===== config.mk =====
export PLATFORM = sky130hd
export DESIGN_NAME = interrupt_sequencer
export DESIGN_NICKNAME = d
export VERILOG_FILES = /design/src/rtl/core_irq_pkg.sv /design/src/rtl/irq_priority_encoder.sv /design/src/rtl/interrupt_sequencer.sv
export SDC_FILE = /design/constraint.sdc
export NUM_CORES = 1
export LEC_CHECK = 0
export ABC_AREA = 0
export CAP_MARGIN = 40
export CORE_MARGIN = 10
export CORE_UTILIZATION = 40
export CTS_CLUSTER_DIAMETER = 100
export DETAILED_ROUTE_END_ITERATION = 8
export PLACE_DENSITY = 0.75
export SLEW_MARGIN = 25
export SYNTH_ARGS = -nofsm -noshare
export SYNTH_HDL_FRONTEND = slang
export SYNTH_HIERARCHICAL = 1
export SYNTH_SLANG_ARGS = --single-unit
export TNS_END_PERCENT = 100

===== constraint.sdc =====
create_clock -name clock -period 1.74 [get_ports clock]
set_input_delay 0.435 -clock clock [delete_from_list [all_inputs] [get_ports clock]]
set_output_delay 0.435 -clock clock [all_outputs]
set_load 0.1 [all_outputs]

===== src/rtl/core_irq_pkg.sv =====
// Shared interrupt-sequencing definitions for the core: FSM encoding, handler
// vector and the SYSTEM/MRET instruction fields used to spot a handler return.
package core_irq_pkg;

  typedef enum logic [2:0] {
    IDLE    = 3'd0,
    DRAIN   = 3'd1,
    JUMP    = 3'd2,
    SERVICE = 3'd3,
    RETURN  = 3'd4
  } irq_state_e;

  // Handler entry point; control_unit's target_PC mux uses the same constant.
  localparam logic [31:0] IRQ_VECTOR   = 32'h0000_00C0;

  localparam logic [6:0]  SYSCALL      = 7'b1110011;
  localparam logic [2:0]  MRET_FUNCT3  = 3'b000;
  localparam logic [11:0] MRET_FUNCT12 = 12'h302;

  function automatic logic is_mret(input logic [31:0] instr);
    return (instr[6:0] == SYSCALL) && (instr[14:12] == MRET_FUNCT3) &&
           (instr[31:20] == MRET_FUNCT12);
  endfunction

endpackage


===== src/rtl/irq_priority_encoder.sv =====
// Combinational fixed-priority encoder: the lowest-numbered eligible line wins.
module irq_priority_encoder #(
  parameter int NUM_IRQ    = 4,
  parameter int CAUSE_BITS = 4
) (
  input  logic [NUM_IRQ-1:0]    eligible,
  output logic                  valid,
  output logic [CAUSE_BITS-1:0] index,
  output logic [NUM_IRQ-1:0]    onehot
);

  // NOTE: every output gets a default before the loop so no latch is inferred.
  always_comb begin
    valid  = 1'b0;
    index  = '0;
    onehot = '0;
    for (int i = NUM_IRQ - 1; i >= 0; i--) begin
      if (eligible[i]) begin
        valid     = 1'b1;
        index     = CAUSE_BITS'(i);
        onehot    = '0;
        onehot[i] = 1'b1;
      end
    end
  end

endmodule


===== src/rtl/interrupt_sequencer.sv =====
// External interrupt entry/return sequencer: capture IRQ edges, wait for a safe
// decode slot, drain the pipeline, jump to the vector and later back to saved_PC.
module interrupt_sequencer
  import core_irq_pkg::*;
#(
  parameter int ADDRESS_BITS = 20,
  parameter int NUM_IRQ      = 4,
  parameter int DRAIN_CYCLES = 3,
  parameter int CAUSE_BITS   = 4
) (
  input  logic                    clock,
  input  logic                    reset,
  input  logic [NUM_IRQ-1:0]      irq,
  input  logic [NUM_IRQ-1:0]      irq_mask,
  input  logic                    global_ie,
  input  logic [ADDRESS_BITS-1:0] pc_decode,
  input  logic                    decode_valid,
  input  logic                    mret_decode,
  input  logic                    JALR_branch_hazard,
  input  logic                    JAL_hazard,
  input  logic                    true_data_hazard,
  input  logic                    d_mem_issue_hazard,
  input  logic                    d_mem_recv_hazard,
  input  logic                    i_mem_hazard,
  output logic                    interrupt_stall,
  output logic                    interrupt_jump,
  output logic                    interrupt_execute,
  output logic                    interrupt_done,
  output logic [ADDRESS_BITS-1:0] saved_PC,
  output logic [CAUSE_BITS-1:0]   irq_cause,
  output logic                    in_handler
);

  localparam int CNT_BITS = (DRAIN_CYCLES > 1) ? $clog2(DRAIN_CYCLES) : 1;

  irq_state_e state, state_next;

  logic [NUM_IRQ-1:0]    irq_prev;
  logic [NUM_IRQ-1:0]    pending;
  logic [NUM_IRQ-1:0]    eligible;
  logic [NUM_IRQ-1:0]    ack_line;
  logic [NUM_IRQ-1:0]    ack_mask;
  logic [NUM_IRQ-1:0]    sel_onehot;
  logic [CAUSE_BITS-1:0] sel_index;
  logic                  sel_valid;
  logic [CNT_BITS-1:0]   drain_count;
  logic                  take_ok;
  logic                  return_ok;

  assign eligible = pending & irq_mask;

  irq_priority_encoder #(
    .NUM_IRQ    (NUM_IRQ),
    .CAUSE_BITS (CAUSE_BITS)
  ) u_prio (
    .eligible (eligible),
    .valid    (sel_valid),
    .index    (sel_index),
    .onehot   (sel_onehot)
  );

  // Entry only at a decode slot that will not be squashed or replayed.
  assign take_ok = global_ie & sel_valid & decode_valid & ~JALR_branch_hazard &
                   ~JAL_hazard & ~d_mem_issue_hazard & ~d_mem_recv_hazard &
                   ~mret_decode;

  assign return_ok = mret_decode & decode_valid & ~true_data_hazard & ~i_mem_hazard;

  // The ack uses the line latched at entry, not the live selection.
  assign ack_mask = (state == JUMP) ? ack_line : '0;

  // NOTE: registers use non-blocking assignments so every flop samples pre-edge values.
  always_ff @(posedge clock) begin
    if (reset) begin
      irq_prev <= '0;
      pending  <= '0;
    end else begin
      irq_prev <= irq;
      pending  <= (pending | (irq & ~irq_prev)) & ~ack_mask;
    end
  end

  always_ff @(posedge clock) begin
    if (reset) begin
      saved_PC    <= '0;
      irq_cause   <= '0;
      ack_line    <= '0;
      drain_count <= '0;
    end else begin
      case (state)
        IDLE: begin
          if (take_ok) begin
            saved_PC    <= pc_decode;
            irq_cause   <= sel_index;
            ack_line    <= sel_onehot;
            drain_count <= CNT_BITS'(DRAIN_CYCLES - 1);
          end
        end
        DRAIN: begin
          if (drain_count != '0) drain_count <= drain_count - 1'b1;
        end
        default: ;
      endcase
    end
  end

  always_ff @(posedge clock) begin
    if (reset) state <= IDLE;
    else       state <= state_next;
  end

  always_comb begin
    state_next = state;
    case (state)
      IDLE:    if (take_ok) state_next = DRAIN;
      DRAIN:   if (drain_count == '0) state_next = JUMP;
      JUMP:    state_next = SERVICE;
      SERVICE: if (return_ok) state_next = RETURN;
      RETURN:  state_next = IDLE;
      default: state_next = IDLE;
    endcase
  end

  assign interrupt_stall   = (state == DRAIN);
  assign interrupt_jump    = (state == JUMP) || (state == RETURN);
  assign interrupt_execute = (state == JUMP);
  assign interrupt_done    = (state == RETURN);
  assign in_handler        = (state == SERVICE) || (state == RETURN);

endmodule


==> impl_results.md <==
- Global-route wire length before repair: ~8.7 mm
- Worst Min Path Start: ack_line[0]
- Maximum number of pins on one net before global-route repair: 29
- Clock power frac: between 30% and 40%
- Quantity of I/O buffers inserted on ports: 67
- Number of max-cap violations: 0
- Skew final: around 6 ps
- Ys async rst share: 0%
- Routed Antenna Nets: 0
- Number of hold violations in the final report: 0
- Placement Rows: 25
- Setup slack on the worst flop-to-flop path: around 90 ps
- Element type at the critical path start: register
- Number of distinct library cells after synthesis: 33
- End of the worst register-to-register path: saved_PC[4]
- Type of the tightest min-delay check: reg2reg
- Final setup vio count: 0
- Total Routing Usage GR: 12.9%
- Highest Clock Rate: approximately 580 MHz
- Filler Cell Count: roughly 340
- Commonest non-fill, non-tap cell in the layout: sky130_fd_sc_hd__nand2b_1
- Initial Utilization: approximately two fifths
- Worst setup path startpoint: state[0]
- Post-Place Worst Slack: -428 ps
- Area after detailed placement: 3070 sq um
- Avg WL per Cell: approximately 15 um
- Synth Warn #: 6
- Power per Cell Area: 614 nW/um^2
- Routed via count: approximately 1,700
- Number of enable flip-flop cells after synthesis: 0
- Number of levels the H-tree was split into: 2
- Post-route insts no fill: approximately 360
- Share of total power in combinational logic: a little under a fifth
- Fin crit share: 99.2%
- TritonCTS buffer count: 5
- Area of the die: a little over 8000 sq um
- CP arrival: roughly 1300 ps
- Endpoint of the worst setup timing path: in_handler
- Worst Slack Setup Final: 14.5 ps
- Die Width: 89.7 um
- Net count reported at finish: ~330
- Sw Ratio: 25.4%
- Post-synthesis cell count: slightly above 200
- Hold slack final: 451 ps
- Area of all placed cells without fillers: about 3300 sq um
- DRC violation count after routing: 0
- Average size of a mapped cell: roughly 9.6 sq um
- Most used flip-flop cell after synthesis: sky130_fd_sc_hd__dfxtp_1
- Net switching power figure: ~520 uW
- Clock tree from TritonCTS: yes
- Min Clock Period, post-route: approximately 1700 ps
- Skew-Pair Late Insertion Delay: between 200 and 300 ps
- RSZ-0062 raised after global routing: true
- Setup TNS: 0 ps
- Total half-perimeter wirelength after legalization and detailed placement: 3.77 mm
- Y dimension of the die: 89.7 um
- Endpoint required time on the critical path: 1300 ps
- Antenna cells: 0
- Reg2reg path depth: 7
- Number of optimization iterations in the first detailed-route pass: 4
- Layout cell share with drive strength beyond 1: roughly 29%
- Root Buffer: sky130_fd_sc_hd__clkbuf_8
- Vias per cell: between 4 and 5
- Portion of total power attributed to sequential cells: ~48%
- Area growth from synthesis to layout: 70.8%
- Outcome: finished clean
- Flops & latches, synth: about 40
- Initial antenna violation count: 0
- GPL Wtd Cong: 0.760
- Buffer levels on the longest clock path: 2
- Total Wirelength: between 5 and 6 mm
- Commonest cells after routing, fill and taps aside: sky130_fd_sc_hd__nand2b_1, sky130_fd_sc_hd__dfxtp_1, sky130_fd_sc_hd__buf_12
- Number of global-route vias before repair: around 1,800
- Cell area after technology mapping: approximately 1900 sq um
- Post-CTS Hold Fix Bufs: 0
- I/O pin total: 68
- Clock edge transition at the registers on the reported setup and hold paths: roughly 80 ps
- Iteration-0 DRC Markers: 64
- Number of placed instances, taps included: ~340
- Design internal power: 1.52 mW
- Slew Limit Fails: 0
- Worst flop-to-flop path startpoint: pending[1]
- Reported leakage power: between 1 and 1.5 nW
- Maximum fanout along the worst path: 5
- Core area: ~4700 sq um
- Worst setup EP type: output pin
- Sequential share of the synthesized area: a little over two fifths
- Global route total overflow: 0
- Clock sink total: 41
- Worst VDD drop: ~0.00041 V
- Critical path class: reg2out
## metal layers
| metal | wire length, um | track usage (%) |
|---|---|---|
| met1 | 2120 | 14.1 |
| met2 | 2870 | 23.5 |
| met4 | 85 | 4.99 |
| met5 | 0 | 0 |
| met3 | 167 | 2.66 |
## metrics by stage
stage          utilization [%]  total power [mW]
4_1_cts                   69.9              2.05
5_1_grt                   70.4              2.13
3_5_place_dp              65.0              1.35
2_1_floorplan                -              1.18
3_3_place_gp              65.0              1.35
6_report                  70.4              2.04
## power by group through the flow
| stage | logic, mW | registers (mW) | clock network [mW] |
|---|---|---|---|
| 6_report | 0.382 | 0.971 | 0.689 |
| 5_1_grt | 0.410 | 0.973 | 0.751 |
| 4_1_cts | 0.367 | 0.970 | 0.708 |
| 3_5_place_dp | 0.356 | 0.996 | 0 |
| 3_3_place_gp | 0.352 | 0.996 | 0 |
| 2_1_floorplan | 0.182 | 1.00 | 0 |
## registers in the layout, indices dropped and copies added (netlist names)
register	flops
irq_prev	4
irq_cause	4
ack_line	4
pending	4
drain_count	2
state	3
saved_PC	20
## cell type report
| class | instances | area, sq um | share of cell area [%] |
|---|---|---|---|
| clock inverters | 1 | 5.00 | 0.151 |
| multi-input cells | 137 | 1050 | 31.6 |
| inverters | 11 | 46.3 | 1.39 |
| clock buffers | 7 | 96.3 | 2.90 |
| flip-flops and latches | 41 | 832 | 25.0 |
| repair buffers | 92 | 1210 | 36.4 |
| well taps | 67 | 83.8 | 2.52 |
## worst max-delay path, cell delays in order, from the launching register on
cell                      delay [ps]
sky130_fd_sc_hd__dfxtp_4         370
sky130_fd_sc_hd__or2b_4          290
sky130_fd_sc_hd__o21ai_4         150
sky130_fd_sc_hd__buf_12          190
## worst min path at each step
| stage | endpoint | cells past startpoint | slack, ps |
|---|---|---|---|
| global route | pending[0] | 1 | 480 |
| floorplan | pending[0] | 1 | 420 |
| CTS | pending[0] | 1 | 450 |
| finish | pending[0] | 1 | 450 |
| global placement | pending[2] | 1 | 430 |
| detailed placement | pending[1] | 1 | 440 |
## kinds of logic after synthesis
kind of cell	after synthesis	share of synthesized area (%)
buffers and inverters	25	7.78
AND/OR/NAND/NOR	88	28.7
flip-flops	41	42.2
AO/OA/AOI/OAI	17	5.53
other	1	0.193
adder cells (fa/ha/maj)	1	0.643
multiplexers	29	14.9
## cell usage after synthesis (4+ instances only)
library cell / instances / area (sq um)
sky130_fd_sc_hd__a21oi_1: 6 / 30.0
sky130_fd_sc_hd__clkbuf_1: 7 / 26.3
sky130_fd_sc_hd__mux2i_1: 29 / 290
sky130_fd_sc_hd__inv_1: 11 / 41.3
sky130_fd_sc_hd__and2_1: 5 / 31.3
sky130_fd_sc_hd__dfxtp_1: 41 / 821
sky130_fd_sc_hd__a211oi_1: 5 / 37.5
sky130_fd_sc_hd__nand2b_1: 57 / 357
sky130_fd_sc_hd__nor2_1: 5 / 18.8
sky130_fd_sc_hd__nor2b_1: 4 / 25.0
## timing repair
item | CTS | global route
endpoints found under the hold margin | 0 | 0
pin swaps | 8 | 4
gates resized for setup | 15 | 8
cloned | 2 | 0
endpoints found under the setup margin | 31 | 22
buffers inserted | 5 | 5
No activity file was read; power rests on OpenSTA's default activity.
